[config.mk]
export PLATFORM = sky130hd
export DESIGN_NAME = vector_loader
export DESIGN_NICKNAME = d
export VERILOG_FILES = /design/src/rtl/vector_loader.sv
export SDC_FILE = /design/constraint.sdc
export NUM_CORES = 1
export LEC_CHECK = 0
export CAP_MARGIN = 20
export CORE_MARGIN = 2
export CORE_UTILIZATION = 40
export CTS_CLUSTER_DIAMETER = 120
export DETAILED_ROUTE_END_ITERATION = 8
export PLACE_DENSITY = 0.93
export SLEW_MARGIN = 25
export SYNTH_ARGS = -nofsm -noshare
export SYNTH_HDL_FRONTEND = slang
export SYNTH_SLANG_ARGS = --single-unit
[constraint.sdc]
create_clock -name clk -period 2.9 [get_ports clk]
set_input_delay 0.29 -clock clk [delete_from_list [all_inputs] [get_ports clk]]
set_output_delay 0.29 -clock clk [all_outputs]
set_load 0.05 [all_outputs]
[src/rtl/vector_loader.sv]
// rtl/vector_loader.sv - write-side frame loader for the parallel-read vector memory (optional abort: VECTOR_LOADER_ABORT_EN)
module vector_loader #(
  parameter int WIDTH   = 16,
  parameter int SIZE    = 64,
  parameter int LOGSIZE = 6
) (
  input  logic               clk,
  input  logic               reset,
  input  logic [WIDTH-1:0]   s_data,
  input  logic               s_valid,
  output logic               s_ready,
  output logic [WIDTH-1:0]   mem_data_in,
  output logic [LOGSIZE-1:0] mem_addr,
  output logic               mem_wr_en,
  output logic               frame_valid,
  input  logic               frame_release,
  output logic [7:0]         frame_count
`ifdef VECTOR_LOADER_ABORT_EN
  ,
  input  logic               abort
`endif
);

  typedef enum logic [1:0] {
    IDLE   = 2'd0,
    LOAD   = 2'd1,
    SETTLE = 2'd2,
    FULL   = 2'd3
  } state_t;

  // Explicit last-address compare so SIZE need not be a power of two.
  localparam logic [LOGSIZE-1:0] LAST_ADDR = LOGSIZE'(SIZE - 1);

  state_t             r_state;
  state_t             w_next_state;
  logic [LOGSIZE-1:0] r_wr_ptr;
  logic [LOGSIZE-1:0] w_next_ptr;
  logic               r_s_ready;
  logic               r_frame_valid;
  logic [7:0]         r_frame_count;
  logic               w_accept;
  logic               w_last;
  logic               w_abort;
  logic               w_count_inc;

`ifdef VECTOR_LOADER_ABORT_EN
  assign w_abort = abort;
`else
  assign w_abort = 1'b0;
`endif

  assign w_accept    = s_valid & r_s_ready;
  assign w_last      = (r_wr_ptr == LAST_ADDR);
  assign w_count_inc = (r_state == SETTLE) & ~w_abort;

  // Memory write port is driven straight from the handshake in the accepting cycle.
  assign s_ready     = r_s_ready;
  assign mem_wr_en   = w_accept;
  assign mem_addr    = r_wr_ptr;
  assign mem_data_in = s_data;
  assign frame_valid = r_frame_valid;
  assign frame_count = r_frame_count;

  // Next-state and next write pointer; abort wins over frame completion.
  always_comb begin
    w_next_state = r_state;
    w_next_ptr   = r_wr_ptr;
    case (r_state)
      IDLE: begin
        w_next_state = LOAD;
      end
      LOAD: begin
        if (w_abort) begin
          w_next_ptr = '0;
        end else if (w_accept) begin
          if (w_last) begin
            w_next_ptr   = '0;
            w_next_state = SETTLE;
          end else begin
            w_next_ptr = r_wr_ptr + LOGSIZE'(1);
          end
        end
      end
      SETTLE: begin
        // One cycle for the memory's output register to catch the last word.
        w_next_ptr   = '0;
        w_next_state = w_abort ? LOAD : FULL;
      end
      FULL: begin
        if (frame_release | w_abort) begin
          w_next_state = LOAD;
        end
      end
      default: begin
        w_next_state = IDLE;
        w_next_ptr   = '0;
      end
    endcase
  end

  // State, pointer and registered decodes of the next state.
  always_ff @(posedge clk or negedge reset) begin
    if (!reset) begin
      r_state       <= IDLE;
      r_wr_ptr      <= '0;
      r_s_ready     <= 1'b0;
      r_frame_valid <= 1'b0;
    end else begin
      r_state       <= w_next_state;
      r_wr_ptr      <= w_next_ptr;
      r_s_ready     <= (w_next_state == LOAD);
      r_frame_valid <= (w_next_state == FULL);
    end
  end

  // Completed-frame counter, wraps naturally at 8 bits.
  always_ff @(posedge clk or negedge reset) begin
    if (!reset) begin
      r_frame_count <= 8'd0;
    end else if (w_count_inc) begin
      r_frame_count <= r_frame_count + 8'd1;
    end
  end

endmodule

==> results by group <==
Worst setup path
  • Critical Path Start Type: input port
  • Crit end category: output port
  • Crit Path Class: in -> out
  • Slack of the worst reg-to-reg path: 1.40 ns
  • CP Launch Point: s_valid
  • CP required: 2.61 ns
  • Worst reg2reg path startpoint: r_state[1]
  • Critical path peak fanout: 7
  • Critical path arrival: 1.86 ns

Yosys
  • Ys async rst share: 100%
  • Synth Flop Type: dfrtp_1
  • Most common cell in the netlist: dfrtp_1
  • Most area-hungry cell type in the Yosys netlist: dfrtp_1
  • Synth Instances: 102
  • Ys Warns: 0
  • Post-synth EDFFs: 0
  • Commonest cells post-synth: 18 x dfrtp_1, 17 x buf_4, 11 x nand2_1
  • Seq/Total Area, Yosys: 44.0%
  • Synthesized flop and latch total: 18
  • Netlist cell types: 34
  • Avg Cell Area, Syn: 10.0 um2
  • Post-Syn Area: 0.00102 mm2
  • Yosys top cell area share: 44.0%
  • Dominant cells by area after synthesis: dfrtp_1 44%, buf_4 12%, nand3_1 4.9%, xnor2_1 4.3%, nand2_1 4.0%
  • Syn nets: 124

Timing
  • Final setup vio count: 0
  • Final Cycle Share: 74.3%
  • Final Max Slew Viols: 0
  • Worst-Margin Slew: 0.789 ns
  • Unrepaired setup endpoints after global routing: false
  • Hold slack: 0.438 ns
  • F_max: 464 MHz
  • Slew HR: 47.2%
  • Hold Fails Final Rpt: 0
  • Post-layout minimum cycle time: 2.15 ns
  • Setup TNS: 0 ns
  • Max Clock Skew: 0.00899 ns

CTS
  • Htree depth: 1
  • Clock sinks: 18
  • Total CTS buffers: 3
  • Clock buffer depth: 2
  • Post CTS Setup Buffer Count: 0
  • CTS Hold Buffers Added: 0
  • CTS clock-pin slew for the worst setup and hold paths: 0.11 ns
  • Root buf cell: clkbuf_4
  • Post-CTS Resized: 0
  • TritonCTS clock tree: yes
  • Clock Latency Late Sink: 0.30 ns

Routing
  • Top sig layer: met4
  • Wire length on met2: 992 um
  • DRT Pass-1 Iters: 6
  • DRT met1 WL: 870 um
  • WL/cell: 14.7 um
  • Post-Route WL: 2040 um
  • # DRC: 0
  • Vias: 785
  • Vias/cell: 5.69
  • Met3 WL: 161 um
  • Post-route ant nets: 0
  • DRT iter0 DRCs: 12

Finish
  • Area growth, synth to finish: 13.8%
  • Final core utilization: 47.5%
  • Fin nets: 131
  • Diodes inserted: 0
  • Share of post-route cells with drive strength above 1: 10.2%
  • Filler Cell Count: 235

Run status
  • Status: finished, final reports clean

Floorplan
  • Die Y: 54.6 um
  • Core area: 0.00245 mm2
  • Starting density of the core: 41.7%
  • Die area: 0.00298 mm2
  • Die width: 54.6 um
  • Cell row count: 18
  • I/O pin count: 53

Power and ir drop
  • Power Dens Cells: 807 mW/mm2
  • Tot Pwr: 0.941 mW
  • Peak VDD IR: 0.477 mV
  • P_leak: 0.503 nW

Place
  • Hpwl dp: 1520 um
  • RD Place Congestion: 0.908
  • IO buf count: 20

Hold path
  • Min-Delay Path Class: in -> async

Global route
  • First-pass GRT wire length: 3480 um
  • Gr usage total: 16.5%
  • Number of global-route vias before repair: 740
  • GR Overflow Total: 0
  • Largest net degree at the start of global routing: 19
  • Initial antenna violation count: 0

Run
  • Max Cap Viol: 0
-- critical path: stages --
cell and delay (ns):
clkdlybuf4s50_1 0.58, nand2_1 0.13, inv_1 0.07, clkdlybuf4s50_1 0.79
-- placed cells by master, fill, tap and decap left out, types with 2 or more instances in the layout --
cell type	instances
a21oi_1	3
and3_1	2
and4b_1	2
clkbuf_4	3
clkdlybuf4s50_1	20
dfrtp_1	18
ha_1	2
inv_2	2
nand2_1	11
nand3_1	10
nand4_1	5
o21ai_0	2
xnor2_1	5
xor2_1	2
-- sequential cells by signal (all words and copies together), names as in the netlist --
signal and count:
frame_count 8, frame_valid 1, mem_addr 6, r_state 2, s_ready 1
-- final timing paths --
check,depth (start not counted),endpoint
setup / recovery,4,mem_wr_en
hold / removal,1,s_ready
setup reg to reg,3,frame_count[3]
hold reg to reg,1,frame_count[7]
max in group asynchronous,1,frame_count[5]
min in group clk,1,frame_count[7]
-- per-layer routing --
metal / up-vias / track usage [%]
met5: - / 0
met4: 0 / 5.00
met3: 2 / 5.74
met2: 32 / 27.0
met1: 379 / 20.3
li1: 372 / -
-- report_power, final --
part	total [mW]	internal, mW	leakage (nW)	switching, mW
Sequential	0.381	0.295	0.227	0.0858
Combinational	0.403	0.156	0.254	0.247
Clock	0.157	0.0766	0.0210	0.0804
-- kinds of logic (layout without fill, tap and decap cells) --
family                   count (synthesis)  after routing  synth area share [%]
XOR/XNOR                                 7              7                  5.99
multiplexers                             1              1                  1.10
AND/OR/NAND/NOR                         37             37                  20.4
AO/OA/AOI/OAI                           16             16                  12.0
buffers and inverters                   21             27                  14.1
adder cells (fa/ha/maj)                  2              2                  2.44
flip-flops                              18             18                  44.0
-- final cells by class --
cell class	count	area [um2]	area share, %
sequential	18	450	38.7
multi-input combinational	63	429	36.8
timing repair buffer	20	200	17.2
tap	30	37.5	3.22
clock buffer	4	36.3	3.11
inverter	3	11.3	0.967
-- stage by stage --
step                      area, um2  instances  worst slack (ns)
after floorplan                1020        102              1.35
after global placement         1130        134             0.760
after detailed placement       1130        134             0.747
after CTS                      1160        138             0.741
after global routing           1160        138             0.644
final                          1160        138             0.745
Power figures use the tool's default switching activity.
